### src/rtl/freq_sched_pkg.sv
// Shared constants and types for the frequency-sort input-buffer refill scheduler.
// Sized for a 32-channel, two-entry-per-channel buffer with a 16-deep tag queue.
package freq_sched_pkg;

   localparam int C_LOG      = 5;
   localparam int OUT_LOG    = 4;
   localparam int FIFO_WIDTH = 512;
   localparam int NCH        = 1 << C_LOG;

   // A channel's credit counts its free buffer slots minus its in-flight requests.
   localparam int CREDIT_W = 2;

   typedef logic [C_LOG-1:0]    chnl_idx_t;
   typedef logic [CREDIT_W-1:0] credit_t;

   localparam credit_t CREDIT_MAX = 2'd2;

endpackage

### src/rtl/freq_sched_tag_fifo.sv
// In-order tag queue: holds the channel index of every granted read request so that
// the in-order read responses can be steered to the right channel.
// Push while full is accepted only when a pop happens in the same cycle.
module freq_sched_tag_fifo
   import freq_sched_pkg::*;
(
   input  logic      CLK,
   input  logic      RST,
   input  logic      i_push,
   input  chnl_idx_t i_push_tag,
   input  logic      i_pop,
   output chnl_idx_t o_pop_tag,
   output logic      o_full,
   output logic      o_empty
);

   localparam int                 DEPTH   = 1 << OUT_LOG;
   localparam logic [OUT_LOG:0]   DEPTH_C = (OUT_LOG + 1)'(DEPTH);

   chnl_idx_t          r_mem [DEPTH];
   logic [OUT_LOG-1:0] r_wr_ptr;
   logic [OUT_LOG-1:0] r_rd_ptr;
   logic [OUT_LOG:0]   r_count;
   logic               w_do_push;
   logic               w_do_pop;

   assign o_full    = (r_count == DEPTH_C);
   assign o_empty   = (r_count == '0);
   assign w_do_pop  = i_pop & ~o_empty;
   assign w_do_push = i_push & (~o_full | w_do_pop);
   assign o_pop_tag = r_mem[r_rd_ptr];

   // Tag storage write port.
   // NOTE: storage is deliberately not reset; the count and pointers alone decide which entries are valid.
   always_ff @(posedge CLK) begin
      if (w_do_push) r_mem[r_wr_ptr] <= i_push_tag;
   end

   // Pointer and occupancy bookkeeping.
   // NOTE: sequential state uses non-blocking assignments so every register samples pre-edge values.
   always_ff @(posedge CLK or negedge RST) begin
      if (!RST) begin
         r_wr_ptr <= '0;
         r_rd_ptr <= '0;
         r_count  <= '0;
      end else begin
         if (w_do_push) r_wr_ptr <= r_wr_ptr + 1'b1;
         if (w_do_pop)  r_rd_ptr <= r_rd_ptr + 1'b1;
         case ({w_do_push, w_do_pop})
            2'b10:   r_count <= r_count + 1'b1;
            2'b01:   r_count <= r_count - 1'b1;
            default: r_count <= r_count;
         endcase
      end
   end

endmodule

### src/rtl/freq_input_buffer_refill_sched.sv
// Refill scheduler for the 32-channel two-entry input buffer of the frequency-sort front end.
// Keeps a per-channel credit, grants eligible channels round-robin, issues one read per free
// slot and steers in-order read responses into the buffer via enq/enq_idx/din.
// Optional build macro FREQ_REFILL_SCHED_STAT_EN adds stat_req_cnt and stat_stall_cnt outputs.
module freq_input_buffer_refill_sched
   import freq_sched_pkg::*;
(
   input  logic                  CLK,
   input  logic                  RST,
   input  logic [NCH-1:0]        chnl_en,
   input  logic                  buf_deq,
   input  logic [C_LOG-1:0]      buf_deq_idx,
   output logic                  rd_req,
   output logic [C_LOG-1:0]      rd_req_idx,
   input  logic                  rd_req_rdy,
   input  logic                  rd_rsp_valid,
   input  logic [FIFO_WIDTH-1:0] rd_rsp_data,
   output logic                  enq,
   output logic [C_LOG-1:0]      enq_idx,
   output logic [FIFO_WIDTH-1:0] din,
   output logic                  err
`ifdef FREQ_REFILL_SCHED_STAT_EN
   ,
   output logic [31:0]           stat_req_cnt,
   output logic [31:0]           stat_stall_cnt
`endif
);

   credit_t               r_credit [NCH];
   chnl_idx_t             r_rr_ptr;
   logic                  r_rd_req;
   chnl_idx_t             r_rd_req_idx;
   logic                  r_enq;
   chnl_idx_t             r_enq_idx;
   logic [FIFO_WIDTH-1:0] r_din;
   logic                  r_err;

   logic [NCH-1:0]        w_elig;
   logic [NCH-1:0]        w_inc;
   logic [NCH-1:0]        w_dec;
   logic                  w_any;
   chnl_idx_t             w_pick_idx;
   logic                  w_slot_free;
   logic                  w_grant;
   logic                  w_pop;
   logic                  w_tag_full;
   logic                  w_tag_empty;
   chnl_idx_t             w_pop_tag;
   logic                  w_deq_at_max;

   assign rd_req     = r_rd_req;
   assign rd_req_idx = r_rd_req_idx;
   assign enq        = r_enq;
   assign enq_idx    = r_enq_idx;
   assign din        = r_din;
   assign err        = r_err;

   // The request slot frees up either when idle or when the held request is taken this cycle;
   // a full tag queue only admits a grant when a response pops an entry in the same cycle.
   assign w_slot_free  = ~r_rd_req | rd_req_rdy;
   assign w_pop        = rd_rsp_valid & ~w_tag_empty;
   assign w_grant      = w_any & w_slot_free & (~w_tag_full | w_pop);
   assign w_deq_at_max = buf_deq & (r_credit[buf_deq_idx] == CREDIT_MAX);

   // Per-channel eligibility and credit increment/decrement strobes.
   always_comb begin
      for (int i = 0; i < NCH; i++) begin
         w_elig[i] = chnl_en[i] & (r_credit[i] != '0);
         w_inc[i]  = buf_deq & (buf_deq_idx == chnl_idx_t'(i));
         w_dec[i]  = w_grant & (w_pick_idx == chnl_idx_t'(i));
      end
   end

   // Round-robin pick: first eligible channel at or after r_rr_ptr, wrapping.
   // NOTE: every output gets a default before the loop so no latch is inferred.
   always_comb begin
      w_any      = 1'b0;
      w_pick_idx = r_rr_ptr;
      for (int k = 0; k < NCH; k++) begin
         if (!w_any && w_elig[r_rr_ptr + chnl_idx_t'(k)]) begin
            w_any      = 1'b1;
            w_pick_idx = r_rr_ptr + chnl_idx_t'(k);
         end
      end
   end

   // Credit array: grant spends a credit, dequeue returns one, both together cancel out.
   always_ff @(posedge CLK or negedge RST) begin
      if (!RST) begin
         for (int i = 0; i < NCH; i++) r_credit[i] <= CREDIT_MAX;
      end else begin
         for (int i = 0; i < NCH; i++) begin
            if (w_inc[i] && !w_dec[i]) begin
               if (r_credit[i] != CREDIT_MAX) r_credit[i] <= r_credit[i] + 1'b1;
            end else if (w_dec[i] && !w_inc[i]) begin
               r_credit[i] <= r_credit[i] - 1'b1;
            end
         end
      end
   end

   // Request register and round-robin pointer; a request is held until the memory side takes it.
   always_ff @(posedge CLK or negedge RST) begin
      if (!RST) begin
         r_rd_req     <= 1'b0;
         r_rd_req_idx <= '0;
         r_rr_ptr     <= '0;
      end else if (w_grant) begin
         r_rd_req     <= 1'b1;
         r_rd_req_idx <= w_pick_idx;
         r_rr_ptr     <= w_pick_idx + 1'b1;
      end else if (rd_req_rdy) begin
         r_rd_req     <= 1'b0;
      end
   end

   // Response steering: one registered enqueue per response, tagged with the oldest request.
   always_ff @(posedge CLK or negedge RST) begin
      if (!RST) begin
         r_enq     <= 1'b0;
         r_enq_idx <= '0;
         r_din     <= '0;
      end else begin
         r_enq <= w_pop;
         if (w_pop) begin
            r_enq_idx <= w_pop_tag;
            r_din     <= rd_rsp_data;
         end
      end
   end

   // Sticky protocol error: dequeue from an empty channel or a response nobody asked for.
   always_ff @(posedge CLK or negedge RST) begin
      if (!RST) begin
         r_err <= 1'b0;
      end else if (w_deq_at_max || (rd_rsp_valid && w_tag_empty)) begin
         r_err <= 1'b1;
      end
   end

   freq_sched_tag_fifo u_tag_fifo (
      .CLK        (CLK),
      .RST        (RST),
      .i_push     (w_grant),
      .i_push_tag (w_pick_idx),
      .i_pop      (w_pop),
      .o_pop_tag  (w_pop_tag),
      .o_full     (w_tag_full),
      .o_empty    (w_tag_empty)
   );

`ifdef FREQ_REFILL_SCHED_STAT_EN
   logic [31:0] r_stat_req_cnt;
   logic [31:0] r_stat_stall_cnt;

   assign stat_req_cnt   = r_stat_req_cnt;
   assign stat_stall_cnt = r_stat_stall_cnt;

   // Wrapping counters of accepted requests and of cycles the memory side stalled a request.
   always_ff @(posedge CLK or negedge RST) begin
      if (!RST) begin
         r_stat_req_cnt   <= '0;
         r_stat_stall_cnt <= '0;
      end else begin
         if (r_rd_req && rd_req_rdy)  r_stat_req_cnt   <= r_stat_req_cnt + 1'b1;
         if (r_rd_req && !rd_req_rdy) r_stat_stall_cnt <= r_stat_stall_cnt + 1'b1;
      end
   end
`endif

endmodule

### config.mk
export PLATFORM = sky130hd
export DESIGN_NAME = freq_input_buffer_refill_sched
export DESIGN_NICKNAME = d
export VERILOG_FILES = /design/src/rtl/freq_sched_pkg.sv /design/src/rtl/freq_sched_tag_fifo.sv /design/src/rtl/freq_input_buffer_refill_sched.sv
export SDC_FILE = /design/constraint.sdc
export NUM_CORES = 2
export LEC_CHECK = 0
export CORE_AREA = 2 2 425 427
export CTS_CLUSTER_SIZE = 28
export DETAILED_ROUTE_END_ITERATION = 6
export DIE_AREA = 0 0 427 429
export HOLD_SLACK_MARGIN = 0.1
export PLACE_DENSITY = 0.46
export SLEW_MARGIN = 20
export SYNTH_ARGS = -nofsm -noshare
export SYNTH_HDL_FRONTEND = slang
export SYNTH_HIERARCHICAL = 1
export SYNTH_SLANG_ARGS = --single-unit
### constraint.sdc
create_clock -name CLK -period 13.55 [get_ports CLK]
set_input_delay 1.355 -clock CLK [delete_from_list [all_inputs] [get_ports CLK]]
set_output_delay 1.355 -clock CLK [all_outputs]
set_load 0.02 [all_outputs]
==> summary.txt <==
Setup path
  • Buf+Inv Stages, Crit Path: 7
  • CP required: around 14000 ps
  • CP Class: reg -> reg
  • Worst setup EP type: flop
  • Worst path slowest cell: mux4_2
  • CP startpoint kind: flop
  • CP max stage delay: between 600 and 700 ps
  • Crit path from: r_rr_ptr[1]
  • Cell family with most CP delay: simple AND/OR/NAND/NOR gates
  • Reg2reg start: r_rr_ptr[1]
  • Crit-path max FO: 32
  • Critical Path AT: between 9000 and 10000 ps
  • CP cell instances: buf_4, clkinv_1, buf_4, ha_1, buf_4, inv_2, mux4_2, mux4_2, nor2b_1, a21oi_1, nand4_1, nor4_4, nand3_1, o21bai_1, nand3b_1, or3_1, xnor2_1, inv_1, ha_1, inv_1, nor3_1, and3_1, mux2i_1, xnor2_1
  • Most used cell, CP: buf_4

Finish
  • Final non-filler cell area: 52300 sq um
  • Final net count: around 4500
  • Multi-input logic area: ~17000 sq um
  • Share of cells above drive strength 1: between 20% and 30%
  • Most common cell after layout, fill and taps aside: clkdlybuf4s50_1
  • Synthesis-to-finish area growth: 45.9%
  • Seq. cell area: about 18000 sq um
  • Most frequent cells in the layout: 1077 x clkdlybuf4s50_1, 571 x dfrtp_1, 531 x mux2_2, 130 x nand2_1, 118 x nor2_1
  • Filler Cells Inserted: between 15000 and 20000

Power and ir drop
  • Net switching power: 0.00783 W
  • Pwr per Cell Area: a little under 300 nW/um^2
  • Logic pwr share: between 60% and 70%
  • Clk pwr share: about 16%
  • Leak: 19.7 nW
  • Seq pwr share: 22.5%
  • P_int: about 0.0076 W
  • Peak supply drop: ~400 uV
  • Net switching fraction of the power: between 50% and 60%

CTS
  • CTS tree: yes
  • CTS Sinks: ~690
  • H-tree depth: 3
  • Post-CTS sizing: 0
  • CTS clk-pin slew, worst paths: 60 ps
  • CTS max path bufs: 3
  • CTS buffer count: 88
  • Setup bufs post-CTS: 0
  • Clock root cell: clkbuf_16
  • Clock Latency Late Sink: about 720 ps
  • Hold Buf Count CTS: 0

STA
  • Actual slew at the worst max-slew pin: about 1200 ps
  • Worst Skew: ~53 ps
  • Tmin final: 9130 ps
  • Worst Hold Slack: approximately 470 ps
  • Final TNS setup: 0 ps
  • RSZ-0062 raised after global routing: false
  • Setup violators final: 0
  • Final Hold Vio Count: 0
  • F_max: 0.110 GHz
  • Period Utilization, post-route: roughly two thirds
  • Worst slew margin: 20.7%
  • Slew Viols, Final: 0

Floorplan
  • Die X: between 400 and 500 um
  • Placement row count: roughly 160
  • Total Die Area: ~180000 sq um
  • Top-Level Pins: ~1100
  • Starting Density: 20.1%
  • Core box area: approximately 180000 sq um
  • Die H: roughly 430 um

Yosys
  • Asr flop ratio synth: 88.4%
  • Synthesis warning total: 6
  • Post-synth top flop: dfrtp_1
  • Post-Syn Instances: about 2900
  • Mapped cell area: around 36000 sq um
  • Avg Inst Size Synth: 12.4 sq um
  • Register bit total from synthesis: 687
  • Count of cell types in the netlist: about 110
  • Post-Syn Nets: between 3000 and 4000
  • Seq/Total Area, Yosys: just under 50%
  • Post-synth EDFFs: 80

Drt
  • Routed Antenna Nets: 0
  • First-iteration detailed-routing DRC count: about 2600
  • Avg WL per Cell: 33.0 um
  • First-pass DRT Iterations: 5
  • Via count: slightly above 30000
  • Drt via density: 4.76
  • WL final: approximately 210000 um
  • DR DRC count: 0

Global route
  • Initial antenna violation count: 130
  • Total global-route track usage: around 22%
  • Grt ovf: 0
  • Largest net degree at the start of global routing: between 150 and 200
  • Vias in the first global route: roughly 29000
  • First-pass GRT wire length: 277000 um

Place
  • DPL Wire Length: 172000 um
  • Dpl cell area: ~50000 sq um
  • RD Place Congestion: approximately 0.93
  • IO buf count: 1078

Run status
  • Status: completed

Worst hold path
  • Hold WC Path Type: reg -> reg
  • Hold path start: err

Job
  • Maximum capacitance violations: 0
synthesized netlist by cell type (46+ instances only):
| cell | n | area (sq um) |
|---|---|---|
| dfrtp_1 | 575 | 14400 |
| mux2_2 | 531 | 5980 |
| nand2_1 | 130 | 488 |
| nor2_1 | 119 | 447 |
| clkbuf_1 | 117 | 439 |
| mux2i_1 | 99 | 991 |
| a21oi_1 | 83 | 415 |
| edfxtp_1 | 80 | 2400 |
| xnor2_1 | 77 | 674 |
| mux4_2 | 72 | 1620 |
| o21ai_0 | 69 | 345 |
| nand3_1 | 46 | 230 |
metal layers:
layer / part of all wire (%) / GRT usage [%] / vias up
met4: 4.8 / 8.86 / 22
met2: 48 / 37.5 / 1447
met5: 0.070 / 0 / -
met1: 40 / 27.0 / 15500
li1: - / - / 13100
met3: 7.4 / 5.57 / 371
flip-flops by register name (all words and copies together), names as in the netlist, 5 cells and up:
| signal | flops |
|---|---|
| din | 512 |
| enq_idx | 5 |
| r_credit | 64 |
| r_rr_ptr | 5 |
| rd_req_idx | 5 |
| u_tag_fifo/r_count | 5 |
| u_tag_fifo/r_mem | 80 |
worst reg2reg max path, cell delays in order, from the launching register on:
cell      delay (ps)
dfrtp_2          350
buf_4            370
clkinv_1         140
buf_4            280
ha_1             350
buf_4            480
inv_2            450
mux4_2           410
mux4_2           620
nor2b_1          200
a21oi_1          580
nand4_1          350
nor4_4           590
nand3_1          420
o21bai_1         300
nand3b_1         130
or3_1            220
xnor2_1          180
inv_1            560
ha_1             500
inv_1            260
nor3_1           600
and3_1           340
mux2i_1          240
xnor2_1          140
power groups by stage:
stage / combinational (W) / sequential (W) / clock (W)
global placement: 0.00944 / 0.00348 / 0
finish: 0.00949 / 0.00347 / 0.00244
floorplan: 0.00526 / 0.00368 / 0
detailed placement: 0.00936 / 0.00350 / 0
global route: 0.00996 / 0.00354 / 0.00261
CTS: 0.00940 / 0.00347 / 0.00252
worst paths after layout:
check	to	slack, ps	cells after the start
worst max-delay path	r_credit[17]	4420	24
worst min-delay path	err	470	1
worst max register to register	r_credit[17]	4420	24
worst min register to register	err	470	1
max in group asynchronous	din[184]	10430	3
min in group asynchronous	din[19]	640	1
metrics by stage:
stage	setup WS (ps)	std cells	utilization (%)	total power, W
after floorplan	6470	2888	-	0.00894
after global placement	4030	6197	27.7	0.0129
after detailed placement	4210	6197	27.7	0.0129
after CTS	4160	6358	29.3	0.0154
after global routing	4000	6378	29.4	0.0161
final	4420	6388	29.4	0.0154
cells by family (layout without fill, tap and decap cells):
family                     after synthesis  count (layout)  share of synthesized area, %
DFF                                    687             687                          49.2
and+or+nand+nor                        597             597                          9.40
adders and majority gates               27              27                         0.963
other                                    0              30                             0
muxes                                  706             706                          24.3
xor gates and xnor gates               106             106                          2.65
AOI/OAI and AO/OA                      535             535                          10.8
buffers and inverters                  230            1345                          2.76
layout make-up:
class | instances | share of cell area, %
Tap cell | 2355 | 5.63
Sequential cell | 687 | 33.7
Antenna cell | 30 | 0.144
Inverter | 51 | 0.371
Clock inverter | 32 | 0.902
Multi-Input combinational cell | 1971 | 33.0
Timing Repair Buffer | 1133 | 21.5
Clock buffer | 129 | 4.72
No activity file was read; power rests on OpenSTA's default activity.
